**src/rtl/fmap_pad_streamer_if.sv**
```systemverilog
// Handshake and frame-memory bundle for the padded feature-map streamer.
// The master side is the streamer; the slave side is the memory plus the downstream consumer.
interface fmap_pad_streamer_if #(
  parameter int unsigned DATA_W = 8,
  parameter int unsigned ADDR_W = 14
) ();
  logic              start;
  logic              busy;
  logic              done;
  logic              mem_rd_en;
  logic [ADDR_W-1:0] mem_addr;
  logic [DATA_W-1:0] mem_rd_data;
  logic              out_ready;
  logic              out_en;
  logic [DATA_W-1:0] out_data;
  logic              out_last;

  modport master (
    input  start, mem_rd_data, out_ready,
    output busy, done, mem_rd_en, mem_addr, out_en, out_data, out_last
  );

  modport slave (
    output start, mem_rd_data, out_ready,
    input  busy, done, mem_rd_en, mem_addr, out_en, out_data, out_last
  );
endinterface

```
**src/rtl/fmap_pad_streamer.sv**
```systemverilog
// Streams one IMG_WIDTH^2 feature map as a zero-padded (IMG_WIDTH+2)^2 raster, one beat per out_en.
// Reads go through a 1-cycle slot into a 2-entry registered FIFO, throttled by a credit check.
module fmap_pad_streamer #(
  parameter int unsigned IMG_WIDTH = 128,
  parameter int unsigned DATA_W    = 8,
  parameter int unsigned ADDR_W    = 14
) (
  input logic                clk,
  input logic                rst,
  fmap_pad_streamer_if.master bus
);
  localparam int unsigned     PadWidth = IMG_WIDTH + 2;
  localparam int unsigned     CntW     = $clog2(PadWidth + 1);
  localparam logic [CntW-1:0] LastIdx  = CntW'(PadWidth - 1);
  localparam logic [CntW-1:0] ImgMax   = CntW'(IMG_WIDTH);
  localparam logic [ADDR_W-1:0] ImgW   = ADDR_W'(IMG_WIDTH);

  typedef enum logic [1:0] {StIdle, StIssue, StDrain, StDone} state_e;

  state_e            state_q;
  logic [CntW-1:0]   row_q, col_q;
  logic              inflight_q, infl_pad_q, infl_last_q;
  logic [DATA_W-1:0] fifo_data_q [2];
  logic [1:0]        fifo_last_q;
  logic              wr_ptr_q, rd_ptr_q;
  logic [1:0]        count_q;

  logic              interior, last_coord, pop, credit_ok, issue, empty_after;
  logic [ADDR_W-1:0] row_m1, col_m1, rd_addr;

  always_comb begin
    interior   = (row_q != '0) && (row_q <= ImgMax) && (col_q != '0) && (col_q <= ImgMax);
    last_coord = (row_q == LastIdx) && (col_q == LastIdx);
    pop        = (count_q != 2'd0) && bus.out_ready && !rst;
    // Occupancy after this cycle's pop plus the slot already in flight must leave room.
    credit_ok  = ({1'b0, count_q} + {2'b00, inflight_q}) < (3'd2 + {2'b00, pop});
    issue      = (state_q == StIssue) && credit_ok && !rst;
    row_m1     = ADDR_W'(row_q) - ADDR_W'(1);
    col_m1     = ADDR_W'(col_q) - ADDR_W'(1);
    rd_addr    = interior ? (row_m1 * ImgW + col_m1) : '0;
    empty_after = !inflight_q && ((count_q == 2'd0) || ((count_q == 2'd1) && pop));
  end

  assign bus.busy      = (state_q != StIdle);
  assign bus.done      = (state_q == StDone);
  assign bus.mem_rd_en = issue && interior;
  assign bus.mem_addr  = rd_addr;
  assign bus.out_en    = pop;
  assign bus.out_data  = fifo_data_q[rd_ptr_q];
  assign bus.out_last  = fifo_last_q[rd_ptr_q] && (count_q != 2'd0);

  always_ff @(posedge clk) begin
    if (rst) begin
      state_q        <= StIdle;
      row_q          <= '0;
      col_q          <= '0;
      inflight_q     <= 1'b0;
      infl_pad_q     <= 1'b0;
      infl_last_q    <= 1'b0;
      fifo_data_q[0] <= '0;
      fifo_data_q[1] <= '0;
      fifo_last_q    <= '0;
      wr_ptr_q       <= 1'b0;
      rd_ptr_q       <= 1'b0;
      count_q        <= 2'd0;
    end else begin
      inflight_q  <= issue;
      infl_pad_q  <= !interior;
      infl_last_q <= last_coord;
      // Padding beats use the same slot as reads so raster order is kept.
      if (inflight_q) begin
        fifo_data_q[wr_ptr_q] <= infl_pad_q ? '0 : bus.mem_rd_data;
        fifo_last_q[wr_ptr_q] <= infl_last_q;
        wr_ptr_q              <= !wr_ptr_q;
      end
      if (pop) rd_ptr_q <= !rd_ptr_q;
      count_q <= count_q + {1'b0, inflight_q} - {1'b0, pop};

      unique case (state_q)
        StIdle: begin
          if (bus.start) begin
            state_q <= StIssue;
            row_q   <= '0;
            col_q   <= '0;
          end
        end
        StIssue: begin
          if (issue) begin
            if (last_coord) begin
              state_q <= StDrain;
            end else if (col_q == LastIdx) begin
              col_q <= '0;
              row_q <= row_q + 1'b1;
            end else begin
              col_q <= col_q + 1'b1;
            end
          end
        end
        StDrain: if (empty_after) state_q <= StDone;
        StDone:  state_q <= StIdle;
        default: state_q <= StIdle;
      endcase
    end
  end
endmodule
```
**src/flat_wrapper.sv**
```systemverilog
// flat-port wrapper written by rule: the top's interface ports become plain ports
module fmap_pad_streamer_flat 
#(
  parameter int unsigned IMG_WIDTH = 128,
  parameter int unsigned DATA_W    = 8,
  parameter int unsigned ADDR_W    = 14
)
  (clk, rst, bus_start, bus_mem_rd_data, bus_out_ready, bus_busy, bus_done, bus_mem_rd_en, bus_mem_addr, bus_out_en, bus_out_data, bus_out_last);
  fmap_pad_streamer_if #(.DATA_W(DATA_W), .ADDR_W(ADDR_W)) bus_i ();
  input logic clk;
  input logic rst;
  input wire logic [$bits(bus_i.start)-1:0] bus_start;
  input wire logic [$bits(bus_i.mem_rd_data)-1:0] bus_mem_rd_data;
  input wire logic [$bits(bus_i.out_ready)-1:0] bus_out_ready;
  output wire logic [$bits(bus_i.busy)-1:0] bus_busy;
  output wire logic [$bits(bus_i.done)-1:0] bus_done;
  output wire logic [$bits(bus_i.mem_rd_en)-1:0] bus_mem_rd_en;
  output wire logic [$bits(bus_i.mem_addr)-1:0] bus_mem_addr;
  output wire logic [$bits(bus_i.out_en)-1:0] bus_out_en;
  output wire logic [$bits(bus_i.out_data)-1:0] bus_out_data;
  output wire logic [$bits(bus_i.out_last)-1:0] bus_out_last;
  assign bus_i.start = bus_start;
  assign bus_i.mem_rd_data = bus_mem_rd_data;
  assign bus_i.out_ready = bus_out_ready;
  assign bus_busy = bus_i.busy;
  assign bus_done = bus_i.done;
  assign bus_mem_rd_en = bus_i.mem_rd_en;
  assign bus_mem_addr = bus_i.mem_addr;
  assign bus_out_en = bus_i.out_en;
  assign bus_out_data = bus_i.out_data;
  assign bus_out_last = bus_i.out_last;
  fmap_pad_streamer #(.IMG_WIDTH(IMG_WIDTH), .DATA_W(DATA_W), .ADDR_W(ADDR_W)) u_core (.clk(clk), .rst(rst), .bus(bus_i));
endmodule
```
**config.mk**
```make
export PLATFORM = sky130hd
export DESIGN_NAME = fmap_pad_streamer_flat
export DESIGN_NICKNAME = d
export VERILOG_FILES = /design/src/rtl/fmap_pad_streamer_if.sv /design/src/rtl/fmap_pad_streamer.sv /design/src/flat_wrapper.sv
export SDC_FILE = /design/constraint.sdc
export NUM_CORES = 1
export LEC_CHECK = 0
export ABC_AREA = 1
export BUFFER_PORTS_ARGS = -buffer_cell sky130_fd_sc_hd__buf_4
export CORE_ASPECT_RATIO = 1.4
export CORE_MARGIN = 3
export CORE_UTILIZATION = 63
export DETAILED_ROUTE_END_ITERATION = 10
export PLACE_DENSITY = 0.95
export SYNTH_ARGS = -nofsm -noshare
export SYNTH_HDL_FRONTEND = slang
export SYNTH_SLANG_ARGS = --single-unit
```
**constraint.sdc**
```tcl
create_clock -name clk -period 4.9 [get_ports clk]
set_clock_uncertainty 0.15 [all_clocks]
set_input_delay 0.98 -clock clk [delete_from_list [all_inputs] [get_ports clk]]
set_output_delay 0.98 -clock clk [all_outputs]
set_load 0.01 [all_outputs]
```
==> results.ini, run 1 <==
[status]
status=complete, no violations

[sta]
finalMaxSlewViolations=0
fin_tns_setup_ns=0
tightestPinTransition_ns=0.590
finalHoldViolCount=0
relSlewSlack_pct=60.5
period_share_pct=83.6
max_freq_mhz=244
rsz0062_at_grt=false
hold_slack_ns=0.335
period_needed_ns=4.10
setup_viol_count_final=0

[placed_design]
dp_hpwl_mm=5.34
io_buffers=38
routabilityCongestion=0.889

[synth]
synth_cells=426
ys_types=35
ys.flop_type=dfxtp_1
seq_area_frac_synth_pct=32.8
synth_area_um2=3180
async_reset_ff_share_pct=0
synth.avg_cell_area_um2=7.46
synth_nets=462
yosysWarnings=0
synth-edff-count=16
synth.top_cell.area_share_pct=17.6
yosys.area.top_type=dfxtp_1
yosys-top-cells-area=dfxtp_1 18%, edfxtp_1 15%, nand2_1 9.6%, ha_1 9.1%, inv_1 6.7%
ys_ff_latch=44

[clocking]
cts_sinks=44
cts.htree.levels=2
cts_root_buf=clkbuf_8
clk_latency_ns=0.29
ctsHoldBuffers=0
post-cts-setup-buffer-count=0
clk_path_buf_depth=2
clkSlewWorstSetupHoldPaths_ns=0.08
cts-resized-gates=0
cts_tree=done
cts_made_buffers=5

[global_routing]
grt_max_degree=19
grt_pass1_vias=2678
grt_pass1_wl_mm=11.4
grt_overflow_total=0
antenna_found_initial=0
grt_use_total_pct=24.0

[setup_path]
slowest_delay_ns=0.49
crit_buf_inv=3
endpoint_kind=primary output
crit_slowest_cell=fa_1
crit_type=flip-flop to primary output
start_kind=flip-flop
critPathTopFamily=adder cells
crit_chain=inv_1 > nand3_1 > nor2_1 > inv_1 > o21ai_0 > o21ai_0 > ha_1 > fa_1 > nand2_1 > nand2_1 > a21oi_1 > nor2_1 > nor3_1 > buf_4
path_max_fanout=7
worstPathRequired_ns=3.77
worstPathArrival_ns=2.97

[worst_hold_path]
hp-class=flip-flop to flip-flop

[final_layout]
final_util_pct=75.0
nets=491
final_layout_size_suffix_gt1_share_pct=21.1
fill_cells=327
syn_to_final_growth_pct=11.4
diodes=0

[floorplan]
io_pins=39
chipWidth_um=66.0
die_h_um=90.0
core-area_um2=4720
fp.dieArea_um2=5940
start_util_pct=67.4
rows=29

[route]
ant_nets=0
via_per_inst=5.35
routed_wl_mm=6.69
drc=0
wl_per_cell_um=12.9
drtIter0Drc=188
first_pass_iters=4
vias=2773

[pwr]
ir_drop_v=0.000261
powerDensity_nw_per_um2=378
p_leak_nw=1.69
power_mw=1.34

[flow_run]
maxCapViolCount=0

==> state kept, by name, indices dropped and copies added, names as in the netlist, 2 cells and up, named ones only <==
signal,count
u_core.col_q,8
u_core.count_q,2
u_core.row_q,8
u_core.fifo_last_q,2
u_core.fifo_data_q,16
u_core.state_q,2
==> layer usage <==
| metal | vias to the layer above | share of wire [%] | GRT usage, % | wire, um |
|---|---|---|---|---|
| met3 | 27 | 4.2 | 5.61 | 278 |
| li1 | 1425 | - | - | - |
| met4 | 0 | 4.0 | 13.4 | 270 |
| met5 | - | 0 | 0 | 0 |
| met1 | 1238 | 37 | 22.9 | 2450 |
| met2 | 83 | 55 | 44.7 | 3690 |
==> path summary, 6_finish.rpt <==
path,cells past startpoint,slack [ns],endpoint,startpoint
worst min-delay path,2,0.33,u_core.fifo_last_q[0],u_core.infl_last_q
worst max register to register,10,2.78,u_core.row_q[6],u_core.state_q[1]
worst min register to register,2,0.33,u_core.fifo_last_q[0],u_core.infl_last_q
worst max-delay path,14,0.80,bus_mem_addr[11],u_core.col_q[0]
==> worst min-delay path, cell delays in order (launching register included) <==
cell     delay, ns
dfxtp_1       0.30
inv_1         0.06
o21ai_0       0.08
==> cell type report <==
type / instances / area [um^2] / area share, %
tap: 62 / 77.6 / 2.19
timing repair buffer: 38 / 285 / 8.06
clock inverter: 3 / 42.5 / 1.20
multi-input combinational: 300 / 1770 / 50.0
inverter: 66 / 255 / 7.21
clock buffer: 5 / 68.8 / 1.94
sequential: 44 / 1040 / 29.4
==> power by group <==
group	internal, mW	total [mW]	switching [mW]
logic	0.219	0.613	0.395
registers	0.414	0.449	0.0347
clock network	0.151	0.276	0.125
total	0.784	1.34	0.554
==> cells in the mapped netlist (9+ instances only) <==
library cell / count
nand2_1: 81
inv_1: 57
nor2_1: 45
nand3_1: 36
dfxtp_1: 28
ha_1: 23
nor3_1: 21
a21oi_1: 18
edfxtp_1: 16
xor2_1: 11
o21ai_0: 10
nand2_2: 9
==> cells in the final DEF, fill, tap and decap left out, types with 2 or more instances in the layout <==
cell | netlist | layout
a21oi_2 | 8 | 8
inv_2 | 7 | 7
clkbuf_8 | 0 | 5
nand2_1 | 81 | 81
nand3_1 | 36 | 36
mux2_2 | 8 | 8
nor3b_1 | 2 | 2
nor3_1 | 21 | 21
buf_4 | 1 | 38
nor2_4 | 5 | 5
nand4_1 | 6 | 6
xor2_1 | 11 | 11
xnor2_1 | 2 | 2
or2_2 | 2 | 2
dfxtp_1 | 28 | 28
nor2_1 | 45 | 45
nand2_4 | 2 | 2
a21oi_1 | 18 | 18
nor2_2 | 5 | 5
edfxtp_1 | 16 | 16
ha_1 | 23 | 23
o21ai_0 | 10 | 10
clkinv_4 | 1 | 2
nand2_2 | 9 | 9
inv_1 | 57 | 57
==> cells by family after synthesis <==
family	after synthesis	synth area share, %
simple gates	217	32.2
buf+inv	82	11.6
flops	44	32.8
compound gates	38	7.32
fa+ha+maj	24	9.69
xor+xnor	13	3.58
mux	8	2.83
==> per-stage QoR <==
step | area, um^2 | worst slack [ns] | std cells
finish | 3540 | 0.803 | 518
global route | 3540 | 0.595 | 518
CTS | 3540 | 0.804 | 518
detailed placement | 3430 | 1.14 | 510
global placement | 3430 | 1.39 | 510
floorplan | 3180 | 1.52 | 426
Power figures use the tool's default switching activity.
==> inputs of run 2 (changes only) <==
--- a/config.mk
+++ b/config.mk
@@ -9,9 +9,9 @@
 export BUFFER_PORTS_ARGS = -buffer_cell sky130_fd_sc_hd__buf_4
 export CORE_ASPECT_RATIO = 1.4
 export CORE_MARGIN = 3
-export CORE_UTILIZATION = 63
+export CORE_UTILIZATION = 53
 export DETAILED_ROUTE_END_ITERATION = 10
-export PLACE_DENSITY = 0.95
+export PLACE_DENSITY = 0.87
 export SYNTH_ARGS = -nofsm -noshare
 export SYNTH_HDL_FRONTEND = slang
 export SYNTH_SLANG_ARGS = --single-unit
==> constraint.sdc (replaced) <==
create_clock -name clk -period 3.7 [get_ports clk]
set_clock_uncertainty 0.15 [all_clocks]
set_input_delay 0.74 -clock clk [delete_from_list [all_inputs] [get_ports clk]]
set_output_delay 0.74 -clock clk [all_outputs]
set_load 0.01 [all_outputs]
==> results.ini, run 2 (synthesis results as in run 1) <==
[status]
status=complete, no violations  ; unchanged

[floorplan]
chipWidth_um=71.4  ; was 66.0 um
start_util_pct=56.3  ; was 67.4%
fp.dieArea_um2=6970  ; was 5940 um^2
core-area_um2=5650  ; was 4720 um^2
die_h_um=97.6  ; was 90.0 um
rows=32  ; was 29
io_pins=39  ; unchanged

[final_layout]
layout.cells.non_filler=526  ; was 518
syn_to_final_growth_pct=12.5  ; was 11.4%
largestRegisters=u_core.fifo_data_q: 16 flops, u_core.col_q: 8 flops, u_core.row_q: 8 flops  ; unchanged
diodes=0  ; unchanged
final_cell_mix=81 x nand2_1, 55 x inv_1, 43 x nor2_1  ; was 81 x nand2_1, 57 x inv_1, 45 x nor2_1
design_area_um2=3580  ; was 3540 um^2
largest_reg_flops=16  ; unchanged
regMostFlops=u_core.fifo_data_q  ; unchanged
final_util_pct=63.3  ; was 75.0%
layout_commonest_cell=nand2_1  ; unchanged
nets=493  ; was 491
final_layout_size_suffix_gt1_share_pct=23.6  ; was 21.1%

[global_routing]
grt_pass1_vias=2655  ; was 2678
grt_pass1_wl_mm=11.0  ; was 11.4 mm
grt_use_total_pct=18.9  ; was 24.0%
antenna_found_initial=0  ; unchanged
grt_max_degree=19  ; unchanged
grt_overflow_total=0  ; unchanged

[pwr]
swShare_pct=41.2  ; was 41.4%
ir_drop_v=0.000262  ; was 0.000261 V
clkPwrFrac_pct=20.3  ; was 20.6%
netSwitchingPower_uw=734  ; was 554 uW
intPower_mw=1.05  ; was 784 uW
pwr-share-comb_pct=46.2  ; was 45.9%
p_leak_nw=1.70  ; was 1.69 nW
powerDensity_nw_per_um2=498  ; was 378 nW/um^2
power_frac_seq_pct=33.4  ; was 33.5%

[route]
wl_per_cell_um=12.7  ; was 12.9 um
via_per_inst=5.35  ; about the same
first_pass_iters=4  ; unchanged
ant_nets=0  ; unchanged
drtIter0Drc=210  ; was 188
routed_wl_mm=6.69  ; about the same
vias=2816  ; was 2773
drc=0  ; unchanged

[placed_design]
dp_cells=518  ; was 510
routabilityCongestion=0.918  ; was 0.889
io_buffers=38  ; unchanged
placed_cell_area_um2=3450  ; was 3430 um^2
dp_hpwl_mm=5.03  ; was 5.34 mm

[clocking]
cts_made_buffers=5  ; unchanged
cts_sinks=44  ; unchanged
cts_tree=done  ; unchanged
clk_path_buf_depth=2  ; unchanged
clkSlewWorstSetupHoldPaths_ns=0.08  ; about the same
cts.htree.levels=2  ; unchanged
clk_latency_ns=0.30  ; was 0.29 ns
post-cts-setup-buffer-count=0  ; unchanged
cts_root_buf=clkbuf_8  ; unchanged

[sta]
finalMaxSlewViolations=0  ; unchanged
max_freq_mhz=289
period_needed_ns=3.46
tightestPinTransition_ns=0.517  ; was 0.590 ns
period_share_pct=93.5
relSlewSlack_pct=65.5  ; was 60.5%
setup_viol_count_final=0  ; unchanged
finalHoldViolCount=0  ; unchanged

[flow_run]
maxCapViolCount=0  ; unchanged

[setup_path]
worstPathArrival_ns=2.57  ; was 2.97 ns
worstPathRequired_ns=2.81  ; was 3.77 ns
endpoint_kind=primary output  ; unchanged
crit_type=flip-flop to primary output  ; unchanged
path_max_fanout=8  ; was 7
start_kind=flip-flop  ; unchanged

[worst_hold_path]
hp-class=flip-flop to flip-flop  ; unchanged

[run 2: per-layer routing]
metal / track usage [%] / up-vias / share of wire (%)
met1: 19.6 / 1302 / 38
met5: 0 / - / 0
met2: 36.3 / 64 / 55
met3: 3.73 / 25 / 4.1
li1: - / 1425 / -
met4: 6.37 / 0 / 2.9
[run 2: through the flow]
stage / total power [mW] / hold slack (ns) / setup slack [ns] / setup TNS (ns)
5_1_grt: 1.91 / 0.349 / -0.0102 / -0.0102
4_1_cts: 1.77 / 0.329 / 0.00714 / 0
3_5_place_dp: 1.41 / 0.316 / 0.348 / 0
3_3_place_gp: 1.38 / 0.305 / 0.453 / 0
6_report: 1.78 / 0.335 / 0.242 / 0
2_1_floorplan: 1.23 / 0.296 / 0.557 / 0
[run 2: path summary, 6_finish.rpt]
path,startpoint,end,slack [ns],cells after the start
min,u_core.wr_ptr_q,u_core.wr_ptr_q,0.34,2
min reg2reg,u_core.wr_ptr_q,u_core.wr_ptr_q,0.34,2
max,u_core.col_q[0],bus_mem_addr[12],0.24,17
max reg2reg,u_core.state_q[1],u_core.row_q[6],1.59,10
[run 2: what timing repair did]
action | 4_1_cts | 5_1_grt
hold buffers | 0 | 0
endpoints found under the setup margin | 0 | 4
resized for setup | 0 | 11
[run 2: power by group through the flow]
stage | Sequential, mW | Clock, mW | Combinational, mW
floorplan | 0.587 | 0 | 0.646
global route | 0.602 | 0.380 | 0.928
detailed placement | 0.606 | 0 | 0.804
CTS | 0.595 | 0.363 | 0.812
global placement | 0.601 | 0 | 0.777
finish | 0.596 | 0.362 | 0.824
[run 2: critical path, cell delays in order (launching register included)]
cell,delay (ns)
dfxtp_2,0.40
inv_2,0.07
ha_1,0.21
inv_1,0.11
nor2_2,0.06
inv_1,0.06
nor2_1,0.04
buf_4,0.16
ha_1,0.36
nand3_1,0.10
nand3_1,0.11
nand2_1,0.08
a21oi_1,0.16
nor2_1,0.06
nand2_1,0.05
nand3_1,0.07
inv_1,0.06
buf_4,0.11
[run 2: area by class of cell]
type	count	area (um^2)
fill	478	2070
clock buffer	6	72.6
sequential	44	1040
tap	68	85.1
multi-input combinational	300	1780
timing repair buffer	40	300
inverter	66	255
clock inverter	2	35.0
==> inputs of run 3 (changes only) <==
--- a/config.mk
+++ b/config.mk
@@ -5,13 +5,12 @@
 export SDC_FILE = /design/constraint.sdc
 export NUM_CORES = 1
 export LEC_CHECK = 0
-export ABC_AREA = 1
 export BUFFER_PORTS_ARGS = -buffer_cell sky130_fd_sc_hd__buf_4
 export CORE_ASPECT_RATIO = 1.4
 export CORE_MARGIN = 3
-export CORE_UTILIZATION = 53
+export CORE_UTILIZATION = 52
 export DETAILED_ROUTE_END_ITERATION = 10
-export PLACE_DENSITY = 0.87
+export PLACE_DENSITY = 0.86
 export SYNTH_ARGS = -nofsm -noshare
 export SYNTH_HDL_FRONTEND = slang
 export SYNTH_SLANG_ARGS = --single-unit
==> results.ini, run 3 <==
[route]
routed_wl_mm=6.33  ; was 6.69 mm
first_pass_iters=4  ; unchanged
via_per_inst=5.75  ; was 5.35
drc=0  ; unchanged
wl_per_cell_um=15.4  ; was 12.7 um
ant_nets=0  ; unchanged
drtIter0Drc=116  ; was 210
vias=2367  ; was 2816

[placed_design]
dp_cells=401  ; was 518
routabilityCongestion=0.828  ; was 0.918
io_buffers=38  ; unchanged
dp_hpwl_mm=4.56  ; was 5.03 mm

[final_layout]
largestRegisters=u_core.fifo_data_q: 16 flops, u_core.col_q: 8 flops, u_core.row_q: 8 flops  ; unchanged
layout.cells.non_filler=412  ; was 526
nets=381  ; was 493
layout_commonest_cell=buf_4  ; was nand2_1
largest_reg_flops=16  ; unchanged
syn_to_final_growth_pct=19.7  ; was 12.5%
regMostFlops=u_core.fifo_data_q  ; unchanged
final_layout_size_suffix_gt1_share_pct=26.9  ; was 23.6%
final_cell_mix=48 x buf_4, 47 x nor2_1, 26 x dfxtp_1  ; was 81 x nand2_1, 55 x inv_1, 43 x nor2_1
diodes=0  ; unchanged

[pwr]
clkPwrFrac_pct=21.1  ; was 20.3%
intPower_mw=1.05  ; about the same
p_leak_nw=1.47  ; was 1.70 nW
ir_drop_v=0.000379  ; was 0.000262 V
power_mw=1.67  ; was 1.78 mW
powerDensity_nw_per_um2=500  ; was 498 nW/um^2
netSwitchingPower_uw=627  ; was 734 uW
swShare_pct=37.4  ; was 41.2%
pwr-share-comb_pct=42.6  ; was 46.2%
power_frac_seq_pct=36.3  ; was 33.4%

[clocking]
cts_root_buf=clkbuf_8  ; unchanged
cts_sinks=44  ; unchanged
clk_path_buf_depth=2  ; unchanged
cts_made_buffers=5  ; unchanged
cts.htree.levels=2  ; unchanged
clkSlewWorstSetupHoldPaths_ns=0.09  ; was 0.08 ns
clk_latency_ns=0.30  ; about the same
cts_tree=done  ; unchanged
ctsHoldBuffers=0  ; unchanged

[synth]
yosys-top-cells-area=dfxtp_1 20%, edfxtp_1 17%, ha_1 10%, nor2_1 6.4%, xnor2_1 4.7%  ; was dfxtp_1 18%, edfxtp_1 15%, nand2_1 9.6%, ha_1 9.1%, inv_1 6.7%
ys_types=53  ; was 35
synth.top_cell.area_share_pct=20.0  ; was 17.6%
synth_commonest_cells=48 x nor2_1, 28 x dfxtp_1, 23 x ha_1, 17 x inv_1, 16 x edfxtp_1  ; was 81 x nand2_1, 57 x inv_1, 45 x nor2_1, 36 x nand3_1, 28 x dfxtp_1
yosys.area.top_type=dfxtp_1  ; unchanged
synth.avg_cell_area_um2=9.12  ; was 7.46 um^2
async_reset_ff_share_pct=0  ; unchanged
synth_nets=343  ; was 462
synth_cells=307  ; was 426
yosysMostFrequentCell=nor2_1  ; was nand2_1
ys.flop_type=dfxtp_1  ; unchanged
ys_ff_latch=44  ; unchanged
seq_area_frac_synth_pct=37.2  ; was 32.8%
synth_area_um2=2800  ; was 3180 um^2
synth-edff-count=16  ; unchanged
yosysWarnings=0  ; unchanged

[sta]
period_share_pct=108  ; was 93.5%
finalMaxSlewViolations=0  ; unchanged
rsz0062_at_grt=true
setup_viol_count_final=3  ; was 0
worst_slack_ns=-0.289  ; was 0.242 ns
tightestPinTransition_ns=0.734  ; was 0.517 ns
fin_tns_setup_ns=-0.495  ; was 0 ns
max_freq_mhz=251  ; was 289 MHz
hold_slack_ns=0.324  ; was 0.335 ns
finalHoldViolCount=0  ; unchanged
period_needed_ns=3.99  ; was 3.46 ns
relSlewSlack_pct=50.7  ; was 65.5%

[setup_path]
endpoint_kind=primary output  ; unchanged
start_kind=flip-flop  ; unchanged
reg2reg_from=u_core.state_q[1]  ; unchanged
crit_chain=or4_4 > nor2_4 > nand2_2 > xnor2_2 > ha_2 > fa_2 > a21o_1 > a21oi_2 > o21bai_2 > a21oi_2 > xnor2_1 > and2_4 > buf_6  ; was inv_2 > ha_1 > inv_1 > nor2_2 > inv_1 > nor2_1 > buf_4 > ha_1 > nand3_1 > nand3_1 > nand2_1 > a21oi_1 > nor2_1 > nand2_1 > nand3_1 > inv_1 > buf_4
worstSetupEndpoint=bus_mem_addr[13]  ; was bus_mem_addr[12]
crit_buf_inv=1  ; was 6
crit_slowest_cell=or4_4  ; was dfxtp_2
path_max_fanout=2  ; was 8
reg2reg_to=u_core.col_q[2]  ; was u_core.row_q[6]
slowest_delay_ns=0.56  ; was 0.40 ns
crit_type=flip-flop to primary output  ; unchanged
critPathTopFamily=simple AND/OR/NAND/NOR gates  ; was buffers and inverters
worstPathArrival_ns=3.10  ; was 2.57 ns
reg2reg_depth=8  ; was 10
worstPathRequired_ns=2.81  ; about the same
cp_common_cell=a21oi_2
r2r_slack_ns=0.75  ; was 1.59 ns
critPathLaunch=u_core.col_q[2]  ; was u_core.col_q[0]
worst-path-stages=13  ; was 17

[worst_hold_path]
hp-class=flip-flop to flip-flop  ; unchanged

[global_routing]
grt_max_degree=27  ; was 19
grt_pass1_wl_mm=10.4  ; was 11.0 mm
grt_use_total_pct=21.1  ; was 18.9%
grt_overflow_total=0  ; unchanged
antenna_found_initial=0  ; unchanged
grt_pass1_vias=2402  ; was 2655

[floorplan]
io_pins=39  ; unchanged
fp.dieArea_um2=6310  ; was 6970 um^2
die_h_um=92.8  ; was 97.6 um
chipWidth_um=68.0  ; was 71.4 um
core-area_um2=5200  ; was 5650 um^2
start_util_pct=53.9  ; was 56.3%
rows=31  ; was 32

[status]
violations=negative setup slack
status=finished with violations  ; was complete, no violations

[flow_run]
maxCapViolCount=0  ; unchanged

run 3: changes by cell type after synthesis, moves of 6 or more:
| cell | before | now |
|---|---|---|
| o21ai_0 | 10 | 3 |
| inv_2 | 7 | 0 |
| nand2_2 | 9 | 0 |
| xnor2_1 | 2 | 15 |
| nor3_1 | 21 | 6 |
| nand2b_1 | 0 | 13 |
| a311oi_1 | 0 | 6 |
| a21oi_1 | 18 | 11 |
| nand2_1 | 81 | 15 |
| nand3_1 | 36 | 9 |
| inv_1 | 57 | 17 |
| a21oi_2 | 8 | 0 |
run 3: logic make-up after synthesis:
group	share of synthesized area (%)
AOI/OAI and AO/OA	13.5
and+or+nand+nor	20.7
adders and majority gates	11.0
muxes	4.34
buffers and inverters	5.50
xor gates and xnor gates	7.82
DFF	37.2
run 3: cell type report:
cell class / count / area (um^2)
flip-flops and latches: 44 / 1040
inverters: 17 / 63.8
multi-input cells: 228 / 1680
repair buffers: 49 / 372
clock inverters: 2 / 16.3
well taps: 66 / 82.6
clock buffers: 6 / 93.8
fillers: 444 / 1850
run 3: metal layers:
metal  share of wire [%]  vias up  global-route usage [%]
li1                    -     1145                       -
met1                  37     1114                    21.0
met2                  54       84                    38.8
met3                 5.2       24                    4.49
met4                 3.9        0                    11.1
met5                   0        -                       0
run 3: timing repair:
action | CTS | global route
setup endpoints to repair | 3 | 3
endpoints found under the hold margin | 0 | 0
gates resized for setup | 6 | 8
cloned | 0 | 0
pin swaps | 8 | 6
buffers inserted | 4 | 2
run 3: power by group through the flow:
stage / Sequential [mW] / Clock [mW] / Combinational, mW
floorplan: 0.603 / 0 / 0.499
finish: 0.608 / 0.353 / 0.713
global placement: 0.616 / 0 / 0.638
detailed placement: 0.620 / 0 / 0.656
CTS: 0.610 / 0.360 / 0.685
global route: 0.617 / 0.379 / 0.790
run 3: through the flow:
step | setup slack (ns) | util (%) | instance area (um^2)
finish | -0.289 | 64.4 | 3350
global route | -0.387 | 64.4 | 3350
CTS | -0.279 | 63.9 | 3320
detailed placement | -0.0252 | 60.9 | 3160
global placement | 0.0729 | 60.9 | 3160
floorplan | 0.0267 | - | 2830
run 3: worst min-delay path by stage:
stage	from	to	slack [ns]	cells after the start
5_1_grt	u_core.infl_last_q	u_core.fifo_last_q[1]	0.37	2
3_5_place_dp	u_core.infl_last_q	u_core.fifo_last_q[0]	0.31	2
4_1_cts	u_core.infl_last_q	u_core.fifo_last_q[0]	0.32	2
3_3_place_gp	u_core.infl_last_q	u_core.fifo_last_q[1]	0.30	2
6_report	u_core.infl_last_q	u_core.fifo_last_q[0]	0.32	2
2_1_floorplan	u_core.infl_last_q	u_core.fifo_last_q[0]	0.29	2
run 3: worst register-to-register path: stages, from the launching register on:
cell,delay (ns)
dfxtp_1,0.35
inv_1,0.10
ha_1,0.37
nand2b_1,0.17
or2_2,0.34
nor2_1,0.36
nand2_1,0.13
a21oi_1,0.60
a311oi_1,0.22
